==> src/rtl/munoc_switch_allocator.sv <==
// munoc_switch_allocator
//   Per-output round-robin switch allocator for a MUNOC router. Each output
//   port runs an IDLE/LOCKED FSM. In IDLE it grants the first requesting input
//   found scanning from its round-robin pointer. In LOCKED it stays with that
//   owner until the tail flit transfers. Inputs whose valid flit carries a
//   zero or multi-hot route are drained (flit discarded), and a sticky error
//   flag is raised.
//
// Ports
//   clk          rising-edge clock
//   rstnn        asynchronous active-low reset
//   in_valid     [NUM_INPUT]               flit present at input i
//   in_route     [NUM_INPUT*NUM_OUTPUT]    one-hot route of input i
//   in_last      [NUM_INPUT]               tail flag of input i
//   in_ready     [NUM_INPUT]               flit at input i consumed this cycle
//   out_valid    [NUM_OUTPUT]              flit present on output o
//   out_ready    [NUM_OUTPUT]              downstream accepts output o
//   out_last     [NUM_OUTPUT]              tail flag forwarded on output o
//   out_sel      [NUM_OUTPUT*BW_INPUT_INDEX] crossbar select (owner of o)
//   route_error  sticky: a non-one-hot route was seen
module munoc_switch_allocator #(
  parameter int NUM_INPUT      = 4,
  parameter int NUM_OUTPUT     = 4,
  parameter int BW_INPUT_INDEX = 2
) (
  input  logic                                 clk,
  input  logic                                 rstnn,
  input  logic [NUM_INPUT-1:0]                 in_valid,
  input  logic [NUM_INPUT*NUM_OUTPUT-1:0]      in_route,
  input  logic [NUM_INPUT-1:0]                 in_last,
  output logic [NUM_INPUT-1:0]                 in_ready,
  output logic [NUM_OUTPUT-1:0]                out_valid,
  input  logic [NUM_OUTPUT-1:0]                out_ready,
  output logic [NUM_OUTPUT-1:0]                out_last,
  output logic [NUM_OUTPUT*BW_INPUT_INDEX-1:0] out_sel,
  output logic                                 route_error
);

  typedef enum logic {ST_IDLE, ST_LOCKED} state_e;

  state_e                    state_q [NUM_OUTPUT];
  state_e                    state_d [NUM_OUTPUT];
  logic [BW_INPUT_INDEX-1:0] owner_q [NUM_OUTPUT];
  logic [BW_INPUT_INDEX-1:0] owner_d [NUM_OUTPUT];
  logic [BW_INPUT_INDEX-1:0] ptr_q   [NUM_OUTPUT];
  logic [BW_INPUT_INDEX-1:0] ptr_d   [NUM_OUTPUT];
  logic                      route_error_q;
  logic                      route_error_d;

  logic [NUM_INPUT-1:0]                 onehot;
  logic [NUM_INPUT-1:0]                 busy;
  logic [NUM_INPUT-1:0]                 drain;
  logic [NUM_OUTPUT-1:0][NUM_INPUT-1:0] req;
  logic [NUM_OUTPUT-1:0]                xfer;

  // Route decode. An input that already owns a locked output is neither a
  // requester nor drained: its route is ignored for the rest of the packet.
  always_comb begin
    logic [NUM_OUTPUT-1:0] r;
    onehot = '0;
    busy   = '0;
    drain  = '0;
    req    = '0;
    for (int i = 0; i < NUM_INPUT; i++) begin
      r         = in_route[i*NUM_OUTPUT +: NUM_OUTPUT];
      onehot[i] = (r != '0) && ((r & (r - 1'b1)) == '0);
      for (int o = 0; o < NUM_OUTPUT; o++) begin
        if (state_q[o] == ST_LOCKED && owner_q[o] == BW_INPUT_INDEX'(i))
          busy[i] = 1'b1;
      end
      drain[i] = in_valid[i] & ~onehot[i] & ~busy[i];
      for (int o = 0; o < NUM_OUTPUT; o++)
        req[o][i] = in_valid[i] & onehot[i] & ~busy[i] & r[o];
    end
  end

  // Handshake muxing: only registered state selects, so in_route reaches
  // these outputs solely through the drain term.
  always_comb begin
    out_valid = '0;
    out_last  = '0;
    in_ready  = drain;
    xfer      = '0;
    for (int o = 0; o < NUM_OUTPUT; o++) begin
      if (state_q[o] == ST_LOCKED) begin
        for (int i = 0; i < NUM_INPUT; i++) begin
          if (owner_q[o] == BW_INPUT_INDEX'(i)) begin
            out_valid[o] = in_valid[i];
            out_last[o]  = in_last[i];
            in_ready[i]  = in_ready[i] | out_ready[o];
          end
        end
      end
      xfer[o] = out_valid[o] & out_ready[o];
    end
  end

  always_comb begin
    out_sel = '0;
    for (int o = 0; o < NUM_OUTPUT; o++)
      out_sel[o*BW_INPUT_INDEX +: BW_INPUT_INDEX] = owner_q[o];
  end

  assign route_error = route_error_q;

  // Next-state: round-robin grant in IDLE, release on tail transfer.
  always_comb begin
    logic found;
    route_error_d = route_error_q | (|drain);
    for (int o = 0; o < NUM_OUTPUT; o++) begin
      state_d[o] = state_q[o];
      owner_d[o] = owner_q[o];
      ptr_d[o]   = ptr_q[o];
      found      = 1'b0;
      case (state_q[o])
        ST_IDLE: begin
          // Scan ptr, ptr+1, ... (mod NUM_INPUT); first requester wins.
          for (int k = 0; k < NUM_INPUT; k++) begin
            for (int i = 0; i < NUM_INPUT; i++) begin
              if (!found && req[o][i] &&
                  i == (int'(ptr_q[o]) + k) % NUM_INPUT) begin
                found      = 1'b1;
                owner_d[o] = BW_INPUT_INDEX'(i);
              end
            end
          end
          if (found) state_d[o] = ST_LOCKED;
        end
        ST_LOCKED: begin
          if (xfer[o] && out_last[o]) begin
            state_d[o] = ST_IDLE;
            ptr_d[o]   = (owner_q[o] == BW_INPUT_INDEX'(NUM_INPUT - 1)) ?
                         '0 : owner_q[o] + 1'b1;
          end
        end
        default: state_d[o] = ST_IDLE;
      endcase
    end
  end

  always_ff @(posedge clk or negedge rstnn) begin
    if (!rstnn) begin
      for (int o = 0; o < NUM_OUTPUT; o++) begin
        state_q[o] <= ST_IDLE;
        owner_q[o] <= '0;
        ptr_q[o]   <= '0;
      end
      route_error_q <= 1'b0;
    end else begin
      for (int o = 0; o < NUM_OUTPUT; o++) begin
        state_q[o] <= state_d[o];
        owner_q[o] <= owner_d[o];
        ptr_q[o]   <= ptr_d[o];
      end
      route_error_q <= route_error_d;
    end
  end

endmodule

==> config.mk <==
export PLATFORM = sky130hd
export DESIGN_NAME = munoc_switch_allocator
export DESIGN_NICKNAME = d
export VERILOG_FILES = /design/src/rtl/munoc_switch_allocator.sv
export SDC_FILE = /design/constraint.sdc
export NUM_CORES = 1
export LEC_CHECK = 0
export ABC_AREA = 1
export ABC_CLOCK_PERIOD_IN_PS = 5800
export BUFFER_PORTS_ARGS = -buffer_cell sky130_fd_sc_hd__buf_2
export CORE_MARGIN = 2
export CORE_UTILIZATION = 55
export DETAILED_ROUTE_END_ITERATION = 8
export PLACE_DENSITY = 0.89
export SETUP_SLACK_MARGIN = 0.5
export SKIP_CTS_REPAIR_TIMING = 1
export SYNTH_ARGS = -nofsm -noshare
export SYNTH_HDL_FRONTEND = slang
export SYNTH_SLANG_ARGS = --single-unit
==> constraint.sdc <==
create_clock -name clk -period 5.8 [get_ports clk]
set_clock_uncertainty 0.05 [all_clocks]
set_input_delay 1.16 -clock clk [delete_from_list [all_inputs] [get_ports clk]]
set_output_delay 1.16 -clock clk [all_outputs]
set_load 0.05 [all_outputs]
# Word-level counts from Yosys, hierarchy flattened
# Index checks and enable logic that the tools add are counted.
[op_classes]
reduce_logical = 261
add_sub_neg = 20
eq_ne = 60
n_bitwise = 81
n_mux = 284
[ops]
columns = ["op", "n"]
rows = [
  ["logical NOT 32 bit", 16],
  ["2-to-1 mux 1 bit", 208],
  ["logical AND 1 bit", 148],
  ["2-to-1 mux 2 bit", 68],
  ["equality test 3 bit (first input constant)", 24],
  ["nonzero test 16 bit", 4],
  ["logical NOT 1 bit", 60],
  ["bitwise AND 1 bit", 36],
  ["equality test 2 x 3 -> 1 bit (first input constant)", 12],
  ["OR reduction 2 bit", 12],
  ["bitwise OR 1 bit", 17],
  ["adder 2 x 1 -> 2 bit (second input constant)", 8],
  ["adder 2 bit (second input constant)", 8],
  ["bitwise AND 4 bit", 4],
  ["equality test 2 bit (first input constant)", 8],
  ["equality test 2 bit (second input constant)", 8],
  ["logical NOT 4 bit", 4],
  ["2-to-1 mux 4 bit", 4],
  ["AND reduction 2 bit", 8],
  ["nonzero test 4 bit", 4],
  ["subtractor 4 x 1 -> 4 bit (second input constant)", 4],
  ["bitwise AND 1 bit (first input constant)", 12],
  ["inverter 1 bit", 12],
  ["equality test 1 x 2 -> 1 bit (first input constant)", 4],
  ["other kinds (4)", 13],
]
[totals]
inputBits = 30
ff_bits = 21

# Longest topological paths before layout
[logic_depth]
word_depth = 89
mapped_depth = 21

# Worst setup path before layout
# No wires, ideal clock.
[synth_timing]
path_kind = "in2out"
start = "in in_valid[0]"
end = "out out_valid[1]"
path_slack_ps = 2283
path_stages = 6
t_arrival_ps = 2307
cell_sequence = "inv_1 > nor3_1 > a21oi_1 > o21ai_0 > o21ai_0 > nor2_1"
[synth_via]
elab_chain_cells = 5
[synth_rtl]
columns = ["item", "line_no", "source"]
rows = [
  ["start: declaration", "28", "input logic [NUM_INPUT-1:0] in_valid,"],
  ["2-to-1 mux 1 bit (4 in a row)", "87", "if (owner_q[o] == BW_INPUT_INDEX'(i)) begin"],
  ["2-to-1 mux 1 bit", "85", "if (state_q[o] == ST_LOCKED) begin"],
  ["end: declaration", "32", "output logic [NUM_OUTPUT-1:0] out_valid,"],
]
# Every way passes these cells.

# Final worst setup path
[layout_timing]
start = "in in_valid[0]"
end = "out out_valid[0]"
# The elaborated chain is that of the path after synthesis.

==> out/metrics.csv <==
stage;metric;value;unit
final_layout;final_common_cell;nand2_1;
routing;route.met2.wl;4440;um
critical_path;start_kind;primary input;
timing;setup-tns-final;0;ps
timing;setup_violations;0;
logic_synthesis;synth_area_per_cell;5.88;um2
logic_synthesis;syn_inst;556;
logic_synthesis;ys_ff_latch;21;
logic_synthesis;synth_nets;602;
routing;routed.top_layer;met4;
clock_network;cts_tree;built;
critical_path;crit_chain;buf_2, inv_1, nor3_1, a21oi_1, o21ai_0, o21ai_0, nor2_1, buf_2;
routing;avgViaCountPerCell;5.62;
critical_path;path_delay_family;buffers and inverters;
logic_synthesis;synthArstFlopShare;100;%
place;port_buffers;50;
global_routing;antenna_found_initial;0;
timing;maxSlewHeadroom;52.2;%
critical_path;crit_path_top_delay_cell;buf_2;
routing;drt-pass1-iter-count;7;
critical_path;crit_fanout;5;
critical_path;end_kind;output port;
die;die_area;6580;um2
clock_network;insertion_delay;260;ps
logic_synthesis;ys_warn_count;0;
final_layout;fin_nets;654;
critical_path;crit_required;4590;ps
global_routing;grt_pass1_wl;15700;um
die;core_area;5850;um2
routing;wirelength;9300;um
global_routing;grt_pass1_vias;3648;
routing;drcViolationCount;0;
timing;min_period_over_period;59.2;%
global_routing;grtUsageTotal;29.5;%
critical_path;path_class;in2out;
die;fp.dieW;81.1;um
final_layout;area_growth;11.3;%
routing;dr.first_iter.drc_count;265;
power_and_ir_drop;ir_drop;0.296;mV
timing;holdWs;508;ps
final_layout;final_cell_mix;147 x nand2_1, 94 x inv_1, 70 x nor2_1, 50 x buf_2, 28 x o21ai_0;
routing;wirelength_met1;3980;um
routing;ant_nets;0;
die;die_y;81.1;um
logic_synthesis;netlist_area;3270;um2
outcome;status;finished, final reports clean;
critical_path;cp_num_buf_inv;3;
logic_synthesis;synth_seq_area_share;16.1;%
logic_synthesis;synth_edf_count;0;
place;post-dp-hpwl;7680;um
final_layout;drive_gt1_share;20.1;%
routing;route.met3.wl;634;um
clock_network;clk_pin_slew;70;ps
critical_path;slowest_delay;270;ps
clock_network;htreeDepth;1;
clock_network;cts_sinks;21;
timing;hold_viol;0;
final_layout;multiInputGateArea;2340;um2
place;gp_congestion;0.975;
job;max_cap_viol_count;0;
die;start_util;55.9;%
routing;detail_route.wl_per_cell;13.6;um
timing;slew_viol_final;0;
timing;fmax;0.291;GHz
timing;period_needed;3430;ps
die;io_pins;51;
timing;worst_slew_pin_slew;711;ps
final_layout;nFillCells;542;
power_and_ir_drop;pwr_density_cell;453;nW/um2
die;rows;28;
routing;num_vias;3835;
logic_synthesis;ys_dominant_reg_cell;dfrtp_1;
global_routing;grt-ovfl-total;0;
final_layout;layout.area.seq;526;um2
clock_network;cts_buffer_depth;2;
worst_hold_path;hold_path_class;reg2reg;
logic_synthesis;ys_types;33;
global_routing;grt_start_max_net_pins;22;
final_layout;antenna_cells;0;
power_and_ir_drop;power.leakage;2.10;nW
critical_path;worstPathArrival;2220;ps
timing;rsz0062_at_grt;false;
clock_network;root_buffer;clkbuf_8;
clock_network;cts_buffers;3;
-- layout make-up --
class | instances | share of cell area (%)
clock buffers | 4 | 1.24
inverters | 103 | 10.8
multi-input cells | 429 | 64.1
flip-flops and latches | 21 | 14.4
well taps | 75 | 2.58
repair buffers | 50 | 6.87
-- state kept, by name, summed over array words and instances, names as in the netlist --
signal       flops
route_error      1
out_sel          8
state_q          4
ptr_q            8
-- kinds of logic after synthesis --
| group | share of synthesized area, % |
|---|---|
| fa+ha+maj | 6.12 |
| simple gates | 50.0 |
| buf+inv | 12.5 |
| flops | 16.1 |
| compound gates | 15.3 |
-- final timing paths --
kind | from | endpoint | slack (ps) | depth (start not counted)
setup / recovery | in_valid[0] | out_valid[0] | 2370 | 8
hold / removal | route_error | route_error | 510 | 2
setup reg to reg | out_sel[1] | out_sel[7] | 2900 | 18
hold reg to reg | route_error | route_error | 510 | 2
max in group asynchronous | rstnn | route_error | 4560 | 1
min in group asynchronous | rstnn | out_sel[1] | 800 | 1
-- per-stage QoR --
step / utilization [%] / cell area, um2 / power [mW] / cells / worst slack (ps)
global route: 62.3 / 3640 / 1.80 / 682 / 2250
finish: 62.3 / 3640 / 1.65 / 682 / 2370
global placement: 61.5 / 3600 / 1.50 / 678 / 2400
floorplan: - / 3270 / 1.26 / 556 / 2280
CTS: 62.3 / 3640 / 1.64 / 682 / 2400
detailed placement: 61.5 / 3600 / 1.53 / 678 / 2400
-- routing by layer --
layer	track usage, %	up-vias
li1	-	1902
met1	37.4	1707
met2	52.7	189
met3	2.89	37
met4	8.81	0
met5	0	-
-- report_power, final --
group | switching (mW) | total [mW] | internal [mW] | leakage [nW]
clock | 0.0482 | 0.0972 | 0.0490 | 0.0228
combinational | 0.908 | 1.26 | 0.349 | 1.82
sequential | 0.0918 | 0.296 | 0.204 | 0.253
-- cell usage after synthesis (2+ instances only) --
cell type / number / share of area [%]
a22oi_1: 4 / 0.92
o21ai_1: 4 / 0.61
a21oi_1: 25 / 3.8
o22ai_1: 3 / 0.57
inv_1: 94 / 11
a311oi_1: 2 / 0.54
ha_1: 16 / 6.1
o21ai_2: 6 / 1.6
clkinv_2: 2 / 0.31
o21ai_0: 28 / 4.3
inv_2: 6 / 0.69
nand4_2: 7 / 2.7
nand3_2: 3 / 0.92
nand4_1: 25 / 4.8
nand2_4: 2 / 0.69
nand3_1: 25 / 3.8
nor2_4: 12 / 4.1
o31ai_1: 6 / 1.4
nand2_1: 147 / 17
nor2_1: 70 / 8.0
nor2_2: 12 / 2.3
o2111ai_1: 3 / 0.80
nor3_1: 6 / 0.92
clkbuf_1: 2 / 0.23
nor4_1: 2 / 0.38
nand2_2: 15 / 2.9
nand3_4: 3 / 1.6
dfrtp_1: 21 / 16
-- worst register-to-register path, delay by kind of cell (launching register included) --
| kind | cells | cell delay, ps |
|---|---|---|
| compound gates | 1 | 100 |
| fa+ha+maj | 1 | 250 |
| buf+inv | 2 | 190 |
| simple gates | 14 | 1770 |
| flops | 1 | 430 |
Power figures use the tool's default switching activity.
